### config.mk
export PLATFORM = sky130hd
export DESIGN_NAME = mem_access
export DESIGN_NICKNAME = d
export VERILOG_FILES = /design/src/rtl/mem_access_pkg.sv /design/src/rtl/mem_access_align.sv /design/src/rtl/mem_access.sv
export SDC_FILE = /design/constraint.sdc
export NUM_CORES = 1
export LEC_CHECK = 0
export ABC_AREA = 0
export BUFFER_PORTS_ARGS = -buffer_cell sky130_fd_sc_hd__buf_2
export CAP_MARGIN = 10
export CORE_AREA = 2 2 172 174
export DETAILED_ROUTE_END_ITERATION = 10
export DIE_AREA = 0 0 174 176
export PLACE_DENSITY_LB_ADDON = 0.15
export SYNTH_ARGS = -nofsm -noshare
export SYNTH_HDL_FRONTEND = slang
export SYNTH_HIERARCHICAL = 1
export SYNTH_SLANG_ARGS = --single-unit
### constraint.sdc
create_clock -name clk -period 3.45 [get_ports clk]
set_clock_uncertainty 0.15 [all_clocks]
set_input_delay 0.345 -clock clk [delete_from_list [all_inputs] [get_ports clk]]
set_output_delay 0.345 -clock clk [all_outputs]
set_load 0.005 [all_outputs]
### src/rtl/mem_access_pkg.sv
// mem_access_pkg: shared widths, memory opcodes and stage FSM encodings.
package mem_access_pkg;
  localparam int RegBus = 32;
  localparam int RegAddrBus = 5;
  localparam int ByteSel = 4;
  localparam logic [RegAddrBus-1:0] NOPRegAddr = '0;
  typedef enum logic [3:0] {
    MEM_NOP, MEM_LB, MEM_LBU, MEM_LH, MEM_LHU, MEM_LW, MEM_SB, MEM_SH, MEM_SW
  } mem_op_e;
  typedef enum logic [1:0] {MEM_IDLE, MEM_WAIT, MEM_DONE} mem_state_e;
endpackage

### src/rtl/mem_access_align.sv
// mem_align: byte-lane select, store replication, load extension and misalignment check.
module mem_align
  import mem_access_pkg::*;
(
  input  logic [3:0]         op,
  input  logic [1:0]         off,
  input  logic [31:0]        sdata,
  input  logic [31:0]        rdata,
  output logic               is_mem,
  output logic               is_store,
  output logic               is_load,
  output logic               misalign,
  output logic [ByteSel-1:0] sel,
  output logic [31:0]        wdata,
  output logic [31:0]        ldata
);
  logic [7:0] b;
  logic [15:0] h;
  always_comb begin
    is_load = op inside {MEM_LB, MEM_LBU, MEM_LH, MEM_LHU, MEM_LW};
    is_store = op inside {MEM_SB, MEM_SH, MEM_SW};
    is_mem = is_load | is_store;
    misalign = ((op inside {MEM_LH, MEM_LHU, MEM_SH}) & off[0]) | ((op inside {MEM_LW, MEM_SW}) & (|off));
    sel = op == MEM_SB ? 4'b0001 << off : op == MEM_SH ? (off[1] ? 4'b1100 : 4'b0011) : 4'b1111;
    wdata = op == MEM_SB ? {4{sdata[7:0]}} : op == MEM_SH ? {2{sdata[15:0]}} : op == MEM_SW ? sdata : '0;
    b = rdata[{off, 3'b000} +: 8];
    h = off[1] ? rdata[31:16] : rdata[15:0];
    ldata = op == MEM_LB  ? {{24{b[7]}}, b}  :
            op == MEM_LBU ? {24'b0, b}       :
            op == MEM_LH  ? {{16{h[15]}}, h} :
            op == MEM_LHU ? {16'b0, h}       : rdata;
  end
endmodule

### src/rtl/mem_access.sv
// mem_access: memory stage controller running loads/stores as a req/ack bus transaction with timeout.
module mem_access
  import mem_access_pkg::*;
#(
  parameter int unsigned TIMEOUT_CYCLES = 255
) (
  input  logic                  clk,
  input  logic                  rst,
  input  logic [RegAddrBus-1:0] mem_wd,
  input  logic                  mem_wreg,
  input  logic [RegBus-1:0]     mem_wdata,
  input  logic [RegBus-1:0]     mem_hi,
  input  logic [RegBus-1:0]     mem_lo,
  input  logic                  mem_we,
  input  logic [RegBus-1:0]     mem_flags,
  input  logic [3:0]            mem_op,
  input  logic [31:0]           mem_addr,
  input  logic [RegBus-1:0]     mem_sdata,
  output logic                  dbus_req,
  output logic                  dbus_we,
  output logic [31:0]           dbus_addr,
  output logic [31:0]           dbus_wdata,
  output logic [ByteSel-1:0]    dbus_sel,
  input  logic                  dbus_ack,
  input  logic [31:0]           dbus_rdata,
  output logic [RegAddrBus-1:0] wb_wd,
  output logic                  wb_wreg,
  output logic [RegBus-1:0]     wb_wdata,
  output logic [RegBus-1:0]     wb_hi,
  output logic [RegBus-1:0]     wb_lo,
  output logic                  wb_we,
  output logic [RegBus-1:0]     wb_flags,
  output logic                  stallreq,
  output logic                  exc_misalign,
  output logic                  exc_buserr
);
  localparam logic [7:0] Tmo = 8'(TIMEOUT_CYCLES);
  mem_state_e state;
  logic [7:0] cnt;
  logic [31:0] ldata_q;
  logic buserr_q;
  logic is_mem, is_store, is_load, misalign, valid, done;
  logic [ByteSel-1:0] lane_sel;
  logic [31:0] lane_wdata, lane_ldata;
  mem_align u_align (
    .op(mem_op), .off(mem_addr[1:0]), .sdata(mem_sdata), .rdata(dbus_rdata),
    .is_mem(is_mem), .is_store(is_store), .is_load(is_load), .misalign(misalign),
    .sel(lane_sel), .wdata(lane_wdata), .ldata(lane_ldata)
  );
  assign valid = is_mem & ~misalign;
  assign done = state == MEM_DONE;
  always_ff @(posedge clk)
    if (rst) begin
      state <= MEM_IDLE;
      dbus_req <= 1'b0;
      dbus_we <= 1'b0;
      dbus_addr <= '0;
      dbus_wdata <= '0;
      dbus_sel <= '0;
      ldata_q <= '0;
      buserr_q <= 1'b0;
      cnt <= '0;
    end else
      case (state)
        MEM_IDLE: if (valid) begin
          state <= MEM_WAIT;
          dbus_req <= 1'b1;
          dbus_we <= is_store;
          dbus_addr <= {mem_addr[31:2], 2'b00};
          dbus_wdata <= lane_wdata;
          dbus_sel <= lane_sel;
          cnt <= '0;
        end
        MEM_WAIT: if (dbus_ack) begin
          state <= MEM_DONE;
          dbus_req <= 1'b0;
          ldata_q <= lane_ldata;
        end else if (cnt == Tmo) begin
          state <= MEM_DONE;
          dbus_req <= 1'b0;
          buserr_q <= 1'b1;
        end else
          cnt <= cnt + 8'd1;
        default: begin
          state <= MEM_IDLE;
          buserr_q <= 1'b0;
        end
      endcase
  // wb_wreg is suppressed while stalled so mem_wb only sees bubbles until DONE
  always_comb begin
    stallreq = !rst && (state == MEM_WAIT || (state == MEM_IDLE && valid));
    exc_misalign = !rst && state == MEM_IDLE && misalign;
    exc_buserr = !rst && done && buserr_q;
    wb_wd = rst ? NOPRegAddr : mem_wd;
    wb_wdata = rst ? '0 : (done && is_load) ? ldata_q : mem_wdata;
    wb_hi = rst ? '0 : mem_hi;
    wb_lo = rst ? '0 : mem_lo;
    wb_we = !rst && mem_we;
    wb_flags = rst ? '0 : mem_flags;
    wb_wreg = !rst && mem_wreg && !stallreq && !exc_misalign && !(done && (is_store || buserr_q));
  end
endmodule

==> metrics.md <==
| Metric | Value |
|---|---|
| Final setup vio count | 0 |
| Status | finished clean |
| CTS tree | yes |
| Worst-path cell chain | buf_2 > nor3_1 > a211oi_1 > or2_1 > or4b_4 > a21oi_1 > buf_2 |
| H-tree depth | 3 |
| Vias/cell | around 4.7 |
| Buffers on Ports | around 440 |
| Die Ht | about 180 um |
| Row count | 62 |
| Layout cells sized above 1 | between 30% and 40% |
| Tmin final | about 2.8 ns |
| Mux cell area share after synthesis | about 2.8% |
| Max cap viols | 0 |
| Met3 Wirelength | approximately 2.3 mm |
| Combinational power share | roughly a quarter |
| FFs w/ async S/R, synth | 0% |
| Critical path required time | a little under 3 ns |
| Synthesized-area fraction occupied by and/or/nand/nor cells | approximately 32% |
| Power per cell area | 359 nW/um2 |
| DRT Pass-1 Iters | 5 |
| Seq/Total Area, Yosys | approximately 32% |
| Post-synth EDFFs | 0 |
| Max Root-Sink Buffers | 2 |
| Netlist cell types | 61 |
| Fmax | 360 MHz |
| DR top layer | met5 |
| Slew @ Worst Pin | between 0.8 and 0.9 ns |
| Final wirelength | between 30 and 40 mm |
| Worst Setup SP | mem_op[2] |
| Met2 WL post-DR | 16.1 mm |
| Crit path DAT | about 2.3 ns |
| Max-slew violations | 0 |
| PostCTS Resize Cnt | 0 |
| Largest family of logic cells by synthesized area | simple AND/OR/NAND/NOR gates |
| Critical Path Most Common Cell | buf_2 |
| Postcts setup bufs | 0 |
| Compound-Gate Fraction of Synth Area | approximately a quarter |
| DRT iter0 DRCs | approximately 460 |
| Final Hold Viols | 0 |
| # fillers | between 3,000 and 4,000 |
| Synthesized area per cell | between 7 and 8 um2 |
| Initial Util | 24.3% |
| Slew headroom | around 46% |
| Synth warn | 6 |
| Gr ovfl total | 0 |
| Global-route wire length before repair | between 40 and 50 mm |
| Die area | between 30,000 and 40,000 um2 |
| Final hold slack | slightly below 0.06 ns |
| Syn Inst Count | approximately 960 |
| Cts hold-fix bufs | 0 |
| Leak | around 0.0045 uW |
| Antenna Violating Nets Remaining | 0 |
| Vias in the first global route | about 7,800 |
| Largest net degree at the start of global routing | ~120 |
| Worst R2R Path Depth | 5 |
| GRT Total Usage | about 21% |
| RSZ-0062 raised after global routing | no |
| Worst setup path end | stallreq |
| CTS clk-pin slew, worst paths | ~0.090 ns |
| CP Max Fanout | 28 |
| Pint | between 2000 and 2500 uW |
| Worst-path cell with the longest stage delay | or4b_4 |
| Syn-to-layout area delta | 39.9% |
| WL met1 | roughly 14 mm |
| Clock share of power | between 30 and 40% |
| Core ar. | between 20,000 and 30,000 um2 |
| Sequential Power Share | roughly two fifths |
| CTS Root Cell | clkbuf_16 |
| Post-route setup TNS | 0 ns |
| Worst-skew pair later-pin latency | ~0.36 ns |
| Post-Synth XOR/XNOR Area | less than 1% |
| Period utilisation layout | 80.4% |
| Synth top area share | 32.0% |
| Net Switching | between 1000 and 1500 uW |
| Sw Share | 30.2% |
| Area leader, netlist | dfxtp_1 |
| Reg2reg setup slack | 1.33 ns |
| Final HPWL DP | between 20 and 30 mm |
| Die W | about 170 um |
| Reg2Reg Launch Point | state[0] |
| Clk sinks | between 100 and 150 |
| Startpoint Class | input pin |
| Final net count | around 1,600 |
| Drt drc | 0 |
| R2r endpoint | ldata_q[0] |
| Total CTS buffers | 9 |
| Wire per inst | roughly 19 um |
| Delay of the slowest cell on the worst path | 0.50 ns |
| Initial antenna violation count | 19 |
| Cell Area, Synth | 6940 um2 |
| Boundary Pins | 446 |
| Synth Area in Adders | less than 1% |
| Dominant cells by area after synthesis | dfxtp_1, nand2_1, a21oi_1 |
| Max rail drop VDD | about 0.23 mV |
| Worst hold path type | input pin to register |
| Vias | just over 8,000 |
| Synth Flop Type | dfxtp_1 |
| CP Capture Type | output pin |
| #FFs+latches synth | 111 |
| Crit path kind | input pin to output pin |
| Placer Congestion | around 0.86 |
-- per-layer routing --
metal | vias up | track usage, %
met5 | - | 0
met4 | 8 | 5.71
met3 | 34 | 5.62
met2 | 300 | 35.2
met1 | 3798 | 25.6
li1 | 4023 | -
-- Yosys cell counts (all sizes together), types with 2 or more instances --
master,n
a211oi,3
a21boi,16
a21oi,136
a222oi,8
a22o,16
a31oi,2
and2,10
and3b,4
buf,48
clkbuf,44
dfxtp,111
inv,12
mux4,8
nand2,267
nand2b,4
nand3,15
nand4,2
nand4b,4
nor2,26
nor2b,106
nor3,4
nor3b,3
nor4b,3
o211ai,35
o21ai,24
o311ai,2
o31ai,17
or2,4
or4,2
-- worst max-delay path, delay by kind of cell --
kind            cells  cell delay, ns
buf+inv             2            0.56
compound gates      2            0.53
simple gates        3            0.83
-- cells by family after synthesis --
family          after synthesis
compound gates              265
xor+xnor                      2
fa+ha+maj                     1
buf+inv                     104
flops                       111
mux                           9
other cells                   1
simple gates                462
-- worst min-delay path by stage --
| stage | startpoint | slack, ns | to | depth (start not counted) |
|---|---|---|---|---|
| finish | mem_addr[4] | 0.06 | dbus_addr[4] | 3 |
| detailed placement | dbus_addr[13] | 0.29 | dbus_addr[13] | 2 |
| CTS | mem_addr[4] | 0.05 | dbus_addr[4] | 3 |
| floorplan | ldata_q[0] | 0.29 | ldata_q[0] | 2 |
| global route | mem_addr[3] | 0.06 | dbus_addr[3] | 3 |
| global placement | dbus_we | 0.29 | dbus_we | 2 |
-- final cells by class --
cell class	count	area (um2)	area share [%]
Antenna cell	13	32.5	0.335
Clock buffer	9	225	2.32
Clock inverter	7	126	1.30
Inverter	12	45.0	0.464
Multi-Input combinational cell	741	4160	42.8
Sequential cell	111	2220	22.9
Tap cell	384	480	4.95
Timing Repair Buffer	465	2420	24.9
-- metrics by stage --
| stage | worst slack, ns | area, um2 | total power [uW] | util, % | cells |
|---|---|---|---|---|---|
| finish | 0.675 | 9710 | 3480 | 34.0 | 1742 |
| global route | 0.472 | 9680 | 3670 | 33.9 | 1732 |
| CTS | 0.630 | 9670 | 3540 | 33.9 | 1729 |
| detailed placement | 0.595 | 9320 | 2260 | 32.7 | 1713 |
| global placement | 0.629 | 9320 | 2260 | 32.7 | 1713 |
| floorplan | 0.827 | 6940 | 1860 | - | 956 |
-- flip-flops by register name, summed over array words and instances, names as in the netlist --
register	flops
dbus_wdata	32
buserr_q	1
dbus_we	1
ldata_q	32
state	2
dbus_addr	30
dbus_req	1
dbus_sel	4
cnt	8
-- layout by cell type (no fill, tap or decap), types with 4 or more instances in the layout --
cell type,n
and3b_1,4
inv_1,12
diode_2,13
a21boi_0,15
buf_4,20
mux4_2,8
o21ai_0,22
nand2b_1,4
a21oi_1,136
clkbuf_16,9
o31ai_1,15
buf_2,442
nand3_1,15
a22o_1,16
o211ai_1,35
nand2_1,267
nor3_1,4
a222oi_1,8
nor2_1,25
and2_1,10
nor2b_1,106
dfxtp_1,111
-- power groups by stage --
stage	clock network, uW	logic [uW]	registers (uW)
after global routing	1350	932	1380
after CTS	1310	859	1370
after detailed placement	0	857	1400
final	1260	846	1370
after global placement	0	852	1400
after floorplan	0	458	1400
(Power assumes the default switching activity.)
